`config.mk`:
```
export PLATFORM = sky130hd
export DESIGN_NAME = axis_rr_arb_mux_flat
export DESIGN_NICKNAME = d
export VERILOG_FILES = /design/src/rtl/axis_rr_arb_mux_if.sv /design/src/rtl/axis_rr_arb_mux.sv /design/src/flat_wrapper.sv
export SDC_FILE = /design/constraint.sdc
export NUM_CORES = 1
export LEC_CHECK = 0
export BUFFER_PORTS_ARGS = -buffer_cell sky130_fd_sc_hd__clkbuf_2
export CAP_MARGIN = 30
export CORE_AREA = 2 2 117 119
export DETAILED_ROUTE_END_ITERATION = 16
export DIE_AREA = 0 0 119 121
export SETUP_SLACK_MARGIN = 0.02
export SYNTH_ARGS = -nofsm -noshare
export SYNTH_HDL_FRONTEND = slang
export SYNTH_SLANG_ARGS = --single-unit
```
`constraint.sdc`:
```
create_clock -name clk -period 3.7 [get_ports clk]
set_input_delay 0.555 -clock clk [delete_from_list [all_inputs] [get_ports clk]]
set_output_delay 0.555 -clock clk [all_outputs]
set_load 0.01 [all_outputs]
```
`src/rtl/axis_rr_arb_mux_if.sv`:
```
// ---------------------------------------------------------------------------
// axis_rr_arb_mux_if
//   Bundle of the N-source / 1-sink AXI-stream signals used by
//   axis_rr_arb_mux.
//
//   Source side (N ports, port i at bits [i*WIDTH +: WIDTH]):
//     s_tdata  [N*WIDTH]  source data
//     s_tvalid [N]        per-source valid
//     s_tlast  [N]        per-source end of packet
//     s_tready [N]        per-source ready (driven by the mux)
//   Sink side:
//     m_tdata  [WIDTH]    output data
//     m_tlast             output end of packet
//     m_tid    [IDW]      index of the source that produced the beat
//     m_tvalid            output valid
//     m_tready            output ready (driven by the sink)
//
//   Modports:
//     master : the mux itself (owns s_tready and every m_* except m_tready)
//     slave  : the surrounding sources and sink
// ---------------------------------------------------------------------------
interface axis_rr_arb_mux_if #(
    parameter int N     = 4,
    parameter int WIDTH = 32,
    parameter int IDW   = 2
);
    logic [N*WIDTH-1:0] s_tdata;
    logic [N-1:0]       s_tvalid;
    logic [N-1:0]       s_tlast;
    logic [N-1:0]       s_tready;
    logic [WIDTH-1:0]   m_tdata;
    logic               m_tlast;
    logic [IDW-1:0]     m_tid;
    logic               m_tvalid;
    logic               m_tready;

    modport master (
        input  s_tdata, s_tvalid, s_tlast, m_tready,
        output s_tready, m_tdata, m_tlast, m_tid, m_tvalid
    );

    modport slave (
        output s_tdata, s_tvalid, s_tlast, m_tready,
        input  s_tready, m_tdata, m_tlast, m_tid, m_tvalid
    );
endinterface

```
`src/rtl/axis_rr_arb_mux.sv`:
```
// ---------------------------------------------------------------------------
// axis_rr_arb_mux
//   Packet-aware round-robin arbiter sharing one AXI-stream sink between N
//   AXI-stream sources. A grant is held until the granted source's tlast beat
//   is accepted (LOCK_PKT = 1) or for a single beat (LOCK_PKT = 0). Accepted
//   beats go through a 2-slot buffer so sink backpressure never reaches the
//   sources combinationally; output latency is one cycle.
//
//   Ports:
//     clk        clock
//     rst        synchronous, active-high reset
//     axis       axis_rr_arb_mux_if.master (s_* sources, m_* sink)
//   Optional (macro AXIS_ARB_STATS_EN defined):
//     stat_pkts  [N*16] per-port saturating packet counters, port i at [i*16 +: 16]
//     stat_clr   synchronous clear of all counters (wins over an increment)
//
//   Parameters: N (2..16), WIDTH, IDW (2^IDW >= N), LOCK_PKT (0/1).
// ---------------------------------------------------------------------------
module axis_rr_arb_mux #(
    parameter int N        = 4,
    parameter int WIDTH    = 32,
    parameter int IDW      = 2,
    parameter int LOCK_PKT = 1
) (
    input  logic            clk,
    input  logic            rst,
`ifdef AXIS_ARB_STATS_EN
    output logic [N*16-1:0] stat_pkts,
    input  logic            stat_clr,
`endif
    axis_rr_arb_mux_if.master axis
);

    localparam int SW = $clog2(N);

    typedef enum logic {
        ST_IDLE,
        ST_GRANT
    } state_t;

    state_t           r_state;
    state_t           w_state_nxt;
    logic [IDW-1:0]   r_grant;
    logic [IDW-1:0]   w_grant_nxt;
    logic [IDW-1:0]   r_last;
    logic [IDW-1:0]   w_last_nxt;

    logic [IDW-1:0]   w_pick;
    logic             w_any_req;
    logic [SW-1:0]    w_gidx;

    logic [1:0]       r_wptr;
    logic [1:0]       r_rptr;
    logic [1:0]       w_count;

    logic [WIDTH-1:0] r_buf_data [2];
    logic             r_buf_last [2];
    logic [IDW-1:0]   r_buf_id   [2];

    logic             w_slot_free;
    logic             w_accept;
    logic             w_pop;
    logic             w_release;
    logic [WIDTH-1:0] w_sel_data;
    logic             w_sel_last;

    assign w_gidx = SW'(r_grant);

    // Round-robin search: first requester after r_last, wrapping modulo N.
    always_comb begin : pick_proc
        int unsigned idx;
        w_pick    = '0;
        w_any_req = 1'b0;
        idx       = 0;
        for (int unsigned k = 1; k <= N; k++) begin
            idx = (32'(r_last) + k) % N;
            if (!w_any_req && axis.s_tvalid[SW'(idx)]) begin
                w_any_req = 1'b1;
                w_pick    = IDW'(idx);
            end
        end
    end

    // Wrapping pointers: the 2-bit difference distinguishes full from empty.
    assign w_count     = r_wptr - r_rptr;
    assign w_slot_free = (r_state == ST_GRANT) && (w_count < 2'd2);
    assign w_sel_data  = axis.s_tdata[w_gidx*WIDTH +: WIDTH];
    assign w_sel_last  = axis.s_tlast[w_gidx];
    assign w_accept    = w_slot_free && axis.s_tvalid[w_gidx];
    assign w_pop       = axis.m_tvalid && axis.m_tready;
    assign w_release   = w_accept && (w_sel_last || (LOCK_PKT == 0));

    always_comb begin
        axis.s_tready = '0;
        if (w_slot_free) begin
            axis.s_tready = N'(1) << w_gidx;
        end
    end

    assign axis.m_tvalid = (w_count != 2'd0);
    assign axis.m_tdata  = r_buf_data[r_rptr[0]];
    assign axis.m_tlast  = r_buf_last[r_rptr[0]];
    assign axis.m_tid    = r_buf_id[r_rptr[0]];

    always_comb begin
        w_state_nxt = r_state;
        w_grant_nxt = r_grant;
        w_last_nxt  = r_last;
        case (r_state)
            ST_IDLE: begin
                if (w_any_req) begin
                    w_state_nxt = ST_GRANT;
                    w_grant_nxt = w_pick;
                end
            end
            ST_GRANT: begin
                if (w_release) begin
                    w_state_nxt = ST_IDLE;
                    w_last_nxt  = r_grant;
                end
            end
            default: w_state_nxt = ST_IDLE;
        endcase
    end

    always_ff @(posedge clk) begin
        if (rst) begin
            r_state <= ST_IDLE;
            r_grant <= '0;
            r_last  <= IDW'(N - 1);
            r_wptr  <= '0;
            r_rptr  <= '0;
        end else begin
            r_state <= w_state_nxt;
            r_grant <= w_grant_nxt;
            r_last  <= w_last_nxt;
            if (w_accept) begin
                r_wptr <= r_wptr + 2'd1;
            end
            if (w_pop) begin
                r_rptr <= r_rptr + 2'd1;
            end
        end
    end

    // Payload storage needs no reset: m_tvalid masks stale slots.
    always_ff @(posedge clk) begin
        if (w_accept) begin
            r_buf_data[r_wptr[0]] <= w_sel_data;
            r_buf_last[r_wptr[0]] <= w_sel_last;
            r_buf_id[r_wptr[0]]   <= r_grant;
        end
    end

`ifdef AXIS_ARB_STATS_EN
    logic [15:0] r_stat [N];

    // A packet is counted exactly when its grant is released.
    always_ff @(posedge clk) begin
        for (int unsigned i = 0; i < N; i++) begin
            if (rst || stat_clr) begin
                r_stat[i] <= '0;
            end else if (w_release && (w_gidx == SW'(i)) && (r_stat[i] != 16'hFFFF)) begin
                r_stat[i] <= r_stat[i] + 16'd1;
            end
        end
    end

    for (genvar gi = 0; gi < N; gi++) begin : g_stat_out
        assign stat_pkts[gi*16 +: 16] = r_stat[gi];
    end
`endif

endmodule

```
`src/flat_wrapper.sv`:
```
// flat-port wrapper written by rule: the top's interface ports become plain ports
module axis_rr_arb_mux_flat 
#(
    parameter int N        = 4,
    parameter int WIDTH    = 32,
    parameter int IDW      = 2,
    parameter int LOCK_PKT = 1
)
  (clk, rst, axis_s_tdata, axis_s_tvalid, axis_s_tlast, axis_m_tready, axis_s_tready, axis_m_tdata, axis_m_tlast, axis_m_tid, axis_m_tvalid);
  axis_rr_arb_mux_if #(.N(N), .WIDTH(WIDTH), .IDW(IDW)) axis_i ();
  input  logic clk;
  input  logic rst;
  input wire logic [$bits(axis_i.s_tdata)-1:0] axis_s_tdata;
  input wire logic [$bits(axis_i.s_tvalid)-1:0] axis_s_tvalid;
  input wire logic [$bits(axis_i.s_tlast)-1:0] axis_s_tlast;
  input wire logic [$bits(axis_i.m_tready)-1:0] axis_m_tready;
  output wire logic [$bits(axis_i.s_tready)-1:0] axis_s_tready;
  output wire logic [$bits(axis_i.m_tdata)-1:0] axis_m_tdata;
  output wire logic [$bits(axis_i.m_tlast)-1:0] axis_m_tlast;
  output wire logic [$bits(axis_i.m_tid)-1:0] axis_m_tid;
  output wire logic [$bits(axis_i.m_tvalid)-1:0] axis_m_tvalid;
  assign axis_i.s_tdata = axis_s_tdata;
  assign axis_i.s_tvalid = axis_s_tvalid;
  assign axis_i.s_tlast = axis_s_tlast;
  assign axis_i.m_tready = axis_m_tready;
  assign axis_s_tready = axis_i.s_tready;
  assign axis_m_tdata = axis_i.m_tdata;
  assign axis_m_tlast = axis_i.m_tlast;
  assign axis_m_tid = axis_i.m_tid;
  assign axis_m_tvalid = axis_i.m_tvalid;
  axis_rr_arb_mux #(.N(N), .WIDTH(WIDTH), .IDW(IDW), .LOCK_PKT(LOCK_PKT)) u_core (.clk(clk), .rst(rst), .axis(axis_i));
endmodule
```
==> key figures <==
Status
  • Status: completed

Worst hold path
  • Worst hold path type: flip-flop to flip-flop
  • Hold Path End: u_core.r_wptr[1]
  • WHS Path Cells: 2
  • Hold Path Origin: u_core.r_wptr[0]

Critical path
  • Worst path cell trace: mux4_2 > and3_1 > and2_2
  • CP endpoint kind: flip-flop
  • Critical path class: flip-flop to flip-flop
  • R2R Setup Slk: 1140 ps
  • Worst setup SP type: flip-flop
  • RR Endpoint: u_core.r_buf_data[1][15]
  • Critical path's slowest cell: and2_2
  • Reg2reg path depth: 3
  • Crit path DAT: 2500 ps
  • Reg2reg start: u_core.r_grant[0]
  • Max FO, Critical Path: 36
  • Critical path required time: 3650 ps
  • CP max stage delay: 780 ps

Synth
  • Seq cells post-synth: 80
  • Cells after Synth: 215
  • Sequential-to-total area share from yosys stat: 59.62%
  • Synthesis Warnings: 0
  • Cell Area, Synth: 0.003861 mm²
  • Netlist cell types: 36
  • Syn nets: 355
  • Synthesized area per cell: 17.96 µm²

Floorplanning
  • Ports: 179
  • Std cell rows: 42
  • DIE HEIGHT: 121 µm
  • Initial Utilization: 29.51%
  • Core area: 0.01309 mm²
  • Die area: 0.01440 mm²
  • Chip width: 119 µm

Global route
  • Initial antenna violation count: 0
  • Largest net degree at the start of global routing: 42
  • Congestion Overflow GR: 0
  • First-pass GRT wire length: 13840 µm
  • Tot GR Track Use: 12.57%
  • Vias in the first global route: 2821

Power
  • Leak: 0.002037 µW
  • Peak VDD IR: 0.2029 mV
  • Power per cell area: 554.4 mW/mm²

Place
  • Pre-CTS WS: 1036 ps
  • Detailed Place HPWL: 6634 µm
  • RD Place Congestion: 0.7189
  • I/O Buffers: 178

Clock network
  • Post-CTS Setup Repair Bufs: 0
  • CTS tree: built
  • Worst skew pair latency: 330 ps
  • CTS H-tree lvls: 3
  • CTS root buf: clkbuf_16
  • Post-CTS Resized: 0
  • Sink Count: 80
  • Max Root-Sink Buffers: 2
  • Num CTS Buffers: 9
  • Worst-path clk slew: 60 ps
  • CTS Hold Bufs: 0

Timing
  • Worst Max-Slew Pin Slew: 900.2 ps
  • Layout Skew: 5.413 ps
  • Final Critical Period: 2556 ps
  • Fmax: 0.3912 GHz
  • TNS Setup: 0 ps
  • Final Hold Vio Count: 0
  • PnR worst setup slack: 1144 ps
  • Slew Limit Fails: 0
  • Period Utilization, post-route: 69.08%
  • RSZ-0062 raised after global routing: no
  • Max_slew headroom: 39.99%
  • Final setup fails: 0

Final layout
  • Share of cells above drive strength 1: 67.51%
  • Fill cells: 1233
  • NumNets Final: 532
  • P&R area growth vs syn: 34.67%
  • # diodes: 0
  • Post-layout util: 39.74%

Drt
  • Via count: 2623
  • Routed WL: 9006 µm
  • Drt drc: 0
  • DRT iter0 DRCs: 84
  • DR pass1 iterations: 4
  • Routed wire length per instance: 15.72 µm
  • Avg Vias per Cell: 4.578
  • Post-route ant nets: 0

Run
  • Max Cap Viol: 0
-- routing by layer --
metal	vias to the layer above	wire, µm	global-route usage (%)
met3	6	583	3.618
met1	1286	3652	14.91
met5	-	0	0
met2	94	4701	21.98
met4	0	68	4.092
li1	1237	-	-
-- critical path, delay by kind of cell, from the launching register on --
family | cells | cell delay (ps)
multiplexers | 1 | 310
flip-flops | 1 | 740
AND/OR/NAND/NOR | 2 | 1090
-- state kept, by name, indices dropped and copies added, names as in the netlist, named ones only --
signal	flops
u_core.r_rptr	2
u_core.r_buf_data	64
u_core.r_grant	2
u_core.r_buf_last	2
u_core.r_last	2
u_core.r_state	1
u_core.r_buf_id	4
u_core.r_wptr	2
-- layout by cell type, fill, tap and decap left out, drive strengths merged --
| cell type | n |
|---|---|
| xnor3 | 1 |
| clkinvlp | 2 |
| nor3 | 2 |
| or2b | 1 |
| buf | 2 |
| nor3b | 2 |
| dfxtp | 10 |
| a211oi | 1 |
| mux4 | 34 |
| xor2 | 1 |
| nor2 | 7 |
| and4 | 1 |
| clkinv | 5 |
| and2 | 2 |
| a21oi | 4 |
| o211ai | 1 |
| nor4 | 1 |
| ha | 1 |
| a31oi | 2 |
| inv | 3 |
| and3 | 1 |
| a21boi | 1 |
| edfxtp | 70 |
| mux2 | 35 |
| o21ai | 3 |
| nand2b | 3 |
| clkbuf | 187 |
| nand2 | 4 |
| o22a | 1 |
| nand3 | 2 |
| xnor2 | 2 |
| a21bo | 2 |
| a221oi | 2 |
| nand4 | 1 |
-- worst max-delay path by stage --
stage	start	to	slack, ps
after detailed placement	u_core.r_grant[0]	u_core.r_buf_data[1][19]	1040
after CTS	u_core.r_grant[0]	u_core.r_buf_data[1][6]	1030
after floorplan	u_core.r_wptr[0]	u_core.r_buf_data[1][0]	1260
after global routing	u_core.r_grant[0]	u_core.r_buf_data[1][18]	880
final	u_core.r_grant[0]	u_core.r_buf_data[1][15]	1140
after global placement	u_core.r_grant[0]	u_core.r_buf_data[1][18]	1140
-- synth_stat cells (all sizes together) --
cell / n / area share [%]
edfxtp: 70 / 54
ha: 1 / 0.32
nor3b: 2 / 0.39
o21ai: 3 / 0.39
nand4: 1 / 0.16
a21oi: 4 / 0.52
mux4: 34 / 20
nor2: 7 / 0.68
a221oi: 2 / 0.45
xnor3: 1 / 0.58
o211ai: 1 / 0.19
clkbuf: 6 / 0.58
nor3: 2 / 0.26
a211oi: 1 / 0.19
a21boi: 1 / 0.19
or2b: 1 / 0.19
inv: 3 / 0.29
dfxtp: 10 / 5.2
nand2b: 3 / 0.49
xor2: 1 / 0.23
and4: 1 / 0.23
a21bo: 2 / 0.52
and2: 2 / 0.32
o22a: 1 / 0.23
nand3: 2 / 0.26
a31oi: 2 / 0.32
nor4: 1 / 0.16
buf: 8 / 1.2
and3: 1 / 0.16
nand2: 4 / 0.39
mux2: 35 / 10
xnor2: 2 / 0.45
-- cell type report --
cell class / count / area (µm²) / share of cell area [%]
inverter: 3 / 11.26 / 0.2166
multi-input combinational: 118 / 1483 / 28.51
tap: 176 / 220.2 / 4.235
sequential: 80 / 2306 / 44.35
clock inverter: 7 / 48.80 / 0.9384
timing repair buffer: 180 / 905.9 / 17.42
clock buffer: 9 / 225.2 / 4.331
-- report_power, final --
| group | switching [µW] | internal (µW) |
|---|---|---|
| logic | 393 | 444 |
| registers | 109 | 1140 |
| clock network | 341 | 452 |
| total | 843 | 2040 |
-- cell families after synthesis --
kind of cell | count (synthesis) | share of synthesized area (%)
DFF | 80 | 59.62
AOI/OAI and AO/OA | 17 | 3.014
xor gates and xnor gates | 4 | 1.264
muxes | 69 | 30.04
buffers and inverters | 17 | 2.041
and+or+nand+nor | 27 | 3.694
adders and majority gates | 1 | 0.3240
-- metrics by stage --
stage	hold WS (ps)	instance area, µm²	total power [µW]	cells
floorplan	452.1	3861	1791	215
global placement	491.3	4926	2109	557
detailed placement	490.3	4926	2130	557
CTS	505.0	5200	2931	573
global route	536.4	5200	3039	573
finish	503.7	5200	2883	573
Power figures use the tool's default switching activity.
